$ cat src/rtl/arm_alu.sv
// Registered 32-bit execute-stage ALU: eight operations selected by func,
// result and carry/borrow/shift-out bit captured one cycle after the inputs.
module arm_alu #(
    parameter int WIDTH = 32
) (
    input  logic             clk,
    input  logic             rst_n,
    input  logic [WIDTH-1:0] a,
    input  logic [WIDTH-1:0] b,
    input  logic [2:0]       func,
    output logic [WIDTH-1:0] out,
    output logic             cout
);

    localparam int SHW = $clog2(WIDTH);

    typedef enum logic [2:0] {
        FN_ADD = 3'b000,
        FN_SUB = 3'b001,
        FN_AND = 3'b010,
        FN_OR  = 3'b011,
        FN_XOR = 3'b100,
        FN_LSL = 3'b101,
        FN_LSR = 3'b110,
        FN_ASR = 3'b111
    } alu_func_e;

    logic [SHW-1:0]   w_shamt;
    logic [WIDTH:0]   w_sum;
    logic [WIDTH:0]   w_diff;
    logic [WIDTH:0]   w_lsl;
    logic [WIDTH:0]   w_lsr;
    logic [WIDTH:0]   w_asr;
    logic [WIDTH-1:0] w_out;
    logic             w_cout;
    logic [WIDTH-1:0] r_out;
    logic             r_cout;

    assign w_shamt = b[SHW-1:0];
    assign w_sum   = {1'b0, a} + {1'b0, b};
    // a + ~b + 1: the carry out of bit WIDTH is the ARM "no borrow" flag.
    assign w_diff  = {1'b0, a} + {1'b0, ~b} + {{WIDTH{1'b0}}, 1'b1};

    // One guard bit beyond the operand catches the last bit shifted out;
    // a zero shift leaves the guard at 0, which is the required cout.
    assign w_lsl = {1'b0, a} << w_shamt;
    assign w_lsr = {a, 1'b0} >> w_shamt;
    assign w_asr = $unsigned($signed({a, 1'b0}) >>> w_shamt);

    always_comb begin
        w_out  = '0;
        w_cout = 1'b0;
        unique case (alu_func_e'(func))
            FN_ADD: begin
                w_out  = w_sum[WIDTH-1:0];
                w_cout = w_sum[WIDTH];
            end
            FN_SUB: begin
                w_out  = w_diff[WIDTH-1:0];
                w_cout = w_diff[WIDTH];
            end
            FN_AND: w_out = a & b;
            FN_OR:  w_out = a | b;
            FN_XOR: w_out = a ^ b;
            FN_LSL: begin
                w_out  = w_lsl[WIDTH-1:0];
                w_cout = w_lsl[WIDTH];
            end
            FN_LSR: begin
                w_out  = w_lsr[WIDTH:1];
                w_cout = w_lsr[0];
            end
            FN_ASR: begin
                w_out  = w_asr[WIDTH:1];
                w_cout = w_asr[0];
            end
            default: begin
                w_out  = '0;
                w_cout = 1'b0;
            end
        endcase
    end

    always_ff @(posedge clk or negedge rst_n) begin
        if (!rst_n) begin
            r_out  <= '0;
            r_cout <= 1'b0;
        end else begin
            r_out  <= w_out;
            r_cout <= w_cout;
        end
    end

    assign out  = r_out;
    assign cout = r_cout;

endmodule

$ cat config.mk
export PLATFORM = sky130hd
export DESIGN_NAME = arm_alu
export DESIGN_NICKNAME = d
export VERILOG_FILES = /design/src/rtl/arm_alu.sv
export SDC_FILE = /design/constraint.sdc
export NUM_CORES = 1
export LEC_CHECK = 0
export BUFFER_PORTS_ARGS = -buffer_cell sky130_fd_sc_hd__buf_2
export CORE_MARGIN = 3
export CORE_UTILIZATION = 66
export DETAILED_ROUTE_END_ITERATION = 16
export HOLD_SLACK_MARGIN = 0.08
export PLACE_DENSITY = 0.88
export SLEW_MARGIN = 20
export SYNTH_ARGS = -nofsm -noshare
export SYNTH_HDL_FRONTEND = slang
export SYNTH_SLANG_ARGS = --single-unit
$ cat constraint.sdc
create_clock -name clk -period 0.98 [get_ports clk]
set_input_delay 0.049 -clock clk [delete_from_list [all_inputs] [get_ports clk]]
set_output_delay 0.049 -clock clk [all_outputs]
set_load 0.01 [all_outputs]
==> results of run 1 <==
## cells by family after synthesis
logic type                 share of synthesized area [%]
and+or+nand+nor                                     18.7
adders and majority gates                           12.5
buffers and inverters                               9.54
DFF                                                 8.22
muxes                                               15.2
xor gates and xnor gates                           0.784
AOI/OAI and AO/OA                                   35.1
## through the flow
stage	area, um2	hold WS (ns)
after floorplan	10400	-0.247
after global placement	13900	0.0265
after detailed placement	13900	0.0320
==> impl_metrics.xml, run 1 <==
<?xml version="1.0" encoding="UTF-8"?>
<metrics>
  <group name="placement">
    <metric name="port-buffer-count" unit="">101</metric>
    <metric name="dp_worst_setup_slack" unit="ns">-2.04</metric>
    <metric name="dp.cells" unit="">2064</metric>
    <metric name="place.gp.congestion" unit="">1.22</metric>
    <metric name="hpwlAfterDp" unit="mm">44.2</metric>
  </group>
  <group name="synthesis">
    <metric name="post_synth_main_area_contributors" unit="">sky130_fd_sc_hd__ha_1 (12%), sky130_fd_sc_hd__dfrtp_1 (8.2%), sky130_fd_sc_hd__a21oi_1 (7.5%)</metric>
    <metric name="synth.yosys.seq_area_share" unit="%">8.22</metric>
    <metric name="synthTopCellsByCount" unit="">sky130_fd_sc_hd__a21oi_1 (150), sky130_fd_sc_hd__nor2_1 (140), sky130_fd_sc_hd__nand2_1 (133)</metric>
    <metric name="postSynthAreaPerCell" unit="um2">7.07</metric>
    <metric name="synth_enable_flop_cells" unit="">0</metric>
    <metric name="synth_largest_area_cell" unit="">sky130_fd_sc_hd__ha_1</metric>
    <metric name="synthesis.nets" unit="">1589</metric>
    <metric name="yosysTopAreaCellShare" unit="%">12.1</metric>
    <metric name="yosysWarnings" unit="">0</metric>
    <metric name="number_of_distinct_standard_cells_referenced_by_the_synthesized_netlist" unit="">85</metric>
    <metric name="async_reset_ff_share" unit="%">100</metric>
    <metric name="synth-seq-cells" unit="">33</metric>
    <metric name="synth.most_common_cell" unit="">sky130_fd_sc_hd__a21oi_1</metric>
    <metric name="postSynthCellCount" unit="">1421</metric>
    <metric name="synth_ff_type" unit="">sky130_fd_sc_hd__dfrtp_1</metric>
    <metric name="synthesis.area" unit="mm2">0.0100</metric>
  </group>
  <group name="outcome">
    <metric name="outcome" unit="">did not finish</metric>
    <metric name="error_line" unit="">[ERROR DPL-0038] Utilization greater than 100%, impossible to legalize</metric>
    <metric name="flow.stopped_at" unit="">clock tree synthesis (4_1_cts)</metric>
  </group>
  <group name="die">
    <metric name="die_h" unit="um">129</metric>
    <metric name="start_util" unit="%">68.4</metric>
    <metric name="site_rows" unit="">44</metric>
    <metric name="fp.dieW" unit="um">129</metric>
    <metric name="ioPinCount" unit="">102</metric>
  </group>
  <group name="clocking">
    <metric name="max-clock-path-buffers" unit="">2</metric>
    <metric name="post_cts_hold_buffer_count" unit="">1</metric>
    <metric name="ctsHtreeMaxLevel" unit="">2</metric>
    <metric name="clock_sink_count" unit="">33</metric>
    <metric name="cts_setup_buffers" unit="">78</metric>
    <metric name="root_buffer" unit="">sky130_fd_sc_hd__clkbuf_16</metric>
    <metric name="cts_repair_resize_count" unit="">389</metric>
    <metric name="cts_inserted_buffers" unit="">5</metric>
  </group>
</metrics>
==> inputs of run 2 (changes only) <==
--- a/config.mk
+++ b/config.mk
@@ -7,10 +7,9 @@
 export LEC_CHECK = 0
 export BUFFER_PORTS_ARGS = -buffer_cell sky130_fd_sc_hd__buf_2
 export CORE_MARGIN = 3
-export CORE_UTILIZATION = 66
+export CORE_UTILIZATION = 40
 export DETAILED_ROUTE_END_ITERATION = 16
-export HOLD_SLACK_MARGIN = 0.08
-export PLACE_DENSITY = 0.88
+export PLACE_DENSITY_LB_ADDON = 0.15
 export SLEW_MARGIN = 20
 export SYNTH_ARGS = -nofsm -noshare
 export SYNTH_HDL_FRONTEND = slang
==> run 2 against run 1 <==
The flow now finishes, with violations (setup timing). Synthesized cell count stayed put. Synthesized area unchanged.
==> impl_metrics.xml, run 2 <==
<?xml version="1.0" encoding="UTF-8"?>
<metrics>
  <group name="global_routing">
    <metric name="first_global_vias" unit="">14588</metric>
    <metric name="globalRouteOverflowTotal" unit="">0</metric>
    <metric name="grt_antenna_before_repair" unit="">1</metric>
    <metric name="grt_pass1_wl" unit="mm">86.4</metric>
    <metric name="gr-usage-all-layers" unit="%">41.9</metric>
    <metric name="maximum_number_of_pins_on_one_net_before_global_route_repair" unit="">80</metric>
  </group>
  <group name="placement">
    <metric name="place.gp.congestion" unit="">1.01</metric>
    <metric name="dp.cells" unit="">2262</metric>
    <metric name="hpwlAfterDp" unit="mm">42.8</metric>
    <metric name="port-buffer-count" unit="">101</metric>
  </group>
  <group name="final_layout">
    <metric name="final_cells" unit="">2376</metric>
    <metric name="mostFrequentLayoutCells" unit="">sky130_fd_sc_hd__buf_4 (560), sky130_fd_sc_hd__nand2_1 (117), sky130_fd_sc_hd__nor2_1 (114)</metric>
    <metric name="synthToLayoutAreaGrowth" unit="%">76.1</metric>
    <metric name="mostFrequentLayoutCell" unit="">sky130_fd_sc_hd__buf_4</metric>
    <metric name="largest_register_ff_count" unit="">32</metric>
    <metric name="n_antenna_cell" unit="">0</metric>
    <metric name="fillCellCount" unit="">1964</metric>
    <metric name="fin_nets" unit="">2219</metric>
    <metric name="finish.utilization" unit="%">72.1</metric>
    <metric name="layout-drive-gt1-share" unit="%">53.1</metric>
  </group>
  <group name="worst_setup_path">
    <metric name="cp.required" unit="ns">1.17</metric>
    <metric name="worst-path-stages" unit="">12</metric>
    <metric name="worstSetupEndpoint" unit="">out[28]</metric>
    <metric name="cp-startpoint" unit="">b[1]</metric>
    <metric name="crit_family" unit="">compound AO/OA/AOI/OAI gates</metric>
    <metric name="crit_chain" unit="">buf_8, buf_4, fa_2, nor2_4, o311a_4, o32a_4, a211oi_4, o21ai_2, a221oi_4, o21ai_2, a311o_1, a21o_1</metric>
    <metric name="startpoint_type" unit="">input port</metric>
    <metric name="critical_path.max_stage_delay" unit="ns">0.38</metric>
    <metric name="crit_type" unit="">in2reg</metric>
    <metric name="crit_slowest_cell" unit="">sky130_fd_sc_hd__o311a_4</metric>
    <metric name="path_common_cell" unit="">sky130_fd_sc_hd__o21ai_2</metric>
    <metric name="critical_path.endpoint_type" unit="">flop</metric>
    <metric name="timing.critical_path.buf_inv" unit="">2</metric>
    <metric name="crit_path_max_fanout" unit="">5</metric>
    <metric name="timing.critical_path.arrival" unit="ns">2.58</metric>
  </group>
  <group name="synthesis">
    <metric name="synth_enable_flop_cells" unit="">0</metric>
    <metric name="synth_largest_area_cell" unit="">sky130_fd_sc_hd__ha_1</metric>
    <metric name="synth-seq-cells" unit="">33</metric>
    <metric name="async_reset_ff_share" unit="%">100</metric>
    <metric name="post_synth_main_area_contributors" unit="">sky130_fd_sc_hd__ha_1 (12%), sky130_fd_sc_hd__dfrtp_1 (8.2%), sky130_fd_sc_hd__a21oi_1 (7.5%)</metric>
    <metric name="synthesis.nets" unit="">1589</metric>
    <metric name="synth_ff_type" unit="">sky130_fd_sc_hd__dfrtp_1</metric>
    <metric name="postSynthCellCount" unit="">1421</metric>
    <metric name="yosysWarnings" unit="">0</metric>
    <metric name="synthesis.area" unit="mm2">0.0100</metric>
    <metric name="synth.yosys.seq_area_share" unit="%">8.22</metric>
    <metric name="number_of_distinct_standard_cells_referenced_by_the_synthesized_netlist" unit="">85</metric>
    <metric name="synthTopCellsByCount" unit="">sky130_fd_sc_hd__a21oi_1 (150), sky130_fd_sc_hd__nor2_1 (140), sky130_fd_sc_hd__nand2_1 (133)</metric>
    <metric name="synth.most_common_cell" unit="">sky130_fd_sc_hd__a21oi_1</metric>
    <metric name="postSynthAreaPerCell" unit="um2">7.07</metric>
    <metric name="yosysTopAreaCellShare" unit="%">12.1</metric>
  </group>
  <group name="outcome">
    <metric name="outcome" unit="">finished with violations</metric>
    <metric name="violated_checks" unit="">setup timing</metric>
  </group>
  <group name="timing">
    <metric name="worst_pin_slew" unit="ns">0.731</metric>
    <metric name="report.final.slew_viol_count" unit="">0</metric>
    <metric name="grt_setup_unrepaired" unit="">yes</metric>
    <metric name="endpoints_failing_hold" unit="">0</metric>
    <metric name="final_min_period_over_clock_period" unit="%">243</metric>
    <metric name="post-route-worst-setup-slack" unit="ns">-1.41</metric>
    <metric name="setup_viol" unit="">33</metric>
    <metric name="worst_slew_margin_rel" unit="%">51.1</metric>
    <metric name="final.min_clock_period" unit="ns">2.39</metric>
    <metric name="tns" unit="ns">-39.87</metric>
    <metric name="fmaxAchievable" unit="MHz">419</metric>
  </group>
  <group name="power">
    <metric name="clock_power_share" unit="%">12.6</metric>
    <metric name="net_switching_power" unit="uW">6650</metric>
    <metric name="seq_power_share" unit="%">11.4</metric>
    <metric name="swShare" unit="%">45.8</metric>
    <metric name="power_density" unit="mW/mm2">821</metric>
    <metric name="cell_internal_pwr" unit="uW">7880</metric>
    <metric name="irDropWorstVdd" unit="V">0.000613</metric>
    <metric name="power.share.combinational" unit="%">76.0</metric>
    <metric name="power_leakage" unit="uW">0.00822</metric>
  </group>
  <group name="die">
    <metric name="start_util" unit="%">41.0</metric>
    <metric name="die_h" unit="um">165</metric>
    <metric name="site_rows" unit="">57</metric>
    <metric name="core" unit="mm2">0.0245</metric>
    <metric name="fp.dieW" unit="um">165</metric>
    <metric name="ioPinCount" unit="">102</metric>
    <metric name="total_die_area" unit="mm2">0.0271</metric>
  </group>
  <group name="worst_hold_path">
    <metric name="class_of_the_most_critical_hold_timing_path" unit="">in2async</metric>
  </group>
  <group name="detailed_routing">
    <metric name="viasPerCell" unit="">6.25</metric>
    <metric name="route.antenna.remaining_nets" unit="">0</metric>
    <metric name="detail_route.drc_violations" unit="">0</metric>
    <metric name="routed_wirelength" unit="mm">59.0</metric>
    <metric name="detail_route.first_pass.iterations" unit="">8</metric>
    <metric name="drt-initial-drc-count" unit="">1791</metric>
    <metric name="routed-via-count" unit="">14847</metric>
    <metric name="post_drt_wl_per_cell" unit="um">24.8</metric>
  </group>
  <group name="clocking">
    <metric name="max-clock-path-buffers" unit="">2</metric>
    <metric name="cts_tree" unit="">done</metric>
    <metric name="ctsHtreeMaxLevel" unit="">2</metric>
    <metric name="cts_inserted_buffers" unit="">5</metric>
    <metric name="clock_sink_count" unit="">33</metric>
    <metric name="cts.reportedPaths.clkPinSlew" unit="ns">0.07</metric>
    <metric name="root_buffer" unit="">sky130_fd_sc_hd__clkbuf_16</metric>
  </group>
  <group name="job">
    <metric name="max-cap-violations" unit="">0</metric>
  </group>
</metrics>
-- run 2: layout make-up --
type | instances | area, um2 | share of cell area [%]
inverters | 105 | 447 | 2.52
well taps | 324 | 405 | 2.29
repair buffers | 732 | 5900 | 33.3
flip-flops and latches | 33 | 826 | 4.67
clock buffers | 7 | 153 | 0.863
multi-input cells | 1174 | 9960 | 56.3
clock inverters | 1 | 5.00 | 0.0283
-- run 2: how the worst min path moves through the flow --
stage | startpoint | slack [ns] | depth (start not counted) | end
after floorplan | rst_n | -0.25 | 0 | cout
after global placement | rst_n | -0.02 | 1 | out[31]
after detailed placement | rst_n | -0.02 | 1 | out[31]
after CTS | rst_n | 0.20 | 2 | out[31]
after global routing | rst_n | 0.23 | 2 | out[31]
final | rst_n | 0.21 | 2 | out[31]
-- run 2: layer usage --
| metal | share of wire [%] | vias to the layer above | global-route usage [%] |
|---|---|---|---|
| met5 | 0 | - | 0 |
| met4 | 8.4 | 0 | 25.4 |
| met3 | 9.5 | 278 | 7.42 |
| met2 | 45 | 1014 | 68.7 |
| met1 | 37 | 7024 | 51.2 |
| li1 | - | 6531 | - |
-- run 2: cell families (layout without fill, tap and decap cells) --
group | Yosys count | in the layout | synth area share [%]
mux | 109 | 109 | 15.2
flops | 33 | 33 | 8.22
buf+inv | 214 | 845 | 9.54
compound gates | 540 | 540 | 35.1
fa+ha+maj | 99 | 99 | 12.5
xor+xnor | 9 | 9 | 0.784
simple gates | 417 | 417 | 18.7
-- run 2: repair_timing --
item                                   CTS  global route
setup endpoints to repair               33            33
resized for setup                      397           127
pin swaps                              143            90
endpoints found under the hold margin   33             0
gates cloned                             4             0
hold buffers                             1             0
setup buffers                          104            27
-- run 2: stage by stage --
| step | power [uW] | hold WS (ns) | worst slack, ns | instance area (um2) |
|---|---|---|---|---|
| after floorplan | 5990 | -0.247 | -1.79 | 10400 |
| after global placement | 10200 | -0.0214 | -2.03 | 14600 |
| after detailed placement | 10200 | -0.0197 | -1.92 | 14600 |
| after CTS | 13600 | 0.196 | -1.44 | 17000 |
| after global routing | 15100 | 0.231 | -1.48 | 17700 |
| final | 14500 | 0.205 | -1.41 | 17700 |
-- run 2: power by group through the flow --
stage	registers (uW)	logic [uW]	clock network (uW)
2_1_floorplan	1800	4190	0
3_5_place_dp	1680	8540	0
5_1_grt	1680	11600	1890
6_report	1660	11000	1840
3_3_place_gp	1670	8510	0
4_1_cts	1660	10100	1820
Note: power is estimated with default switching activity, not from simulation.
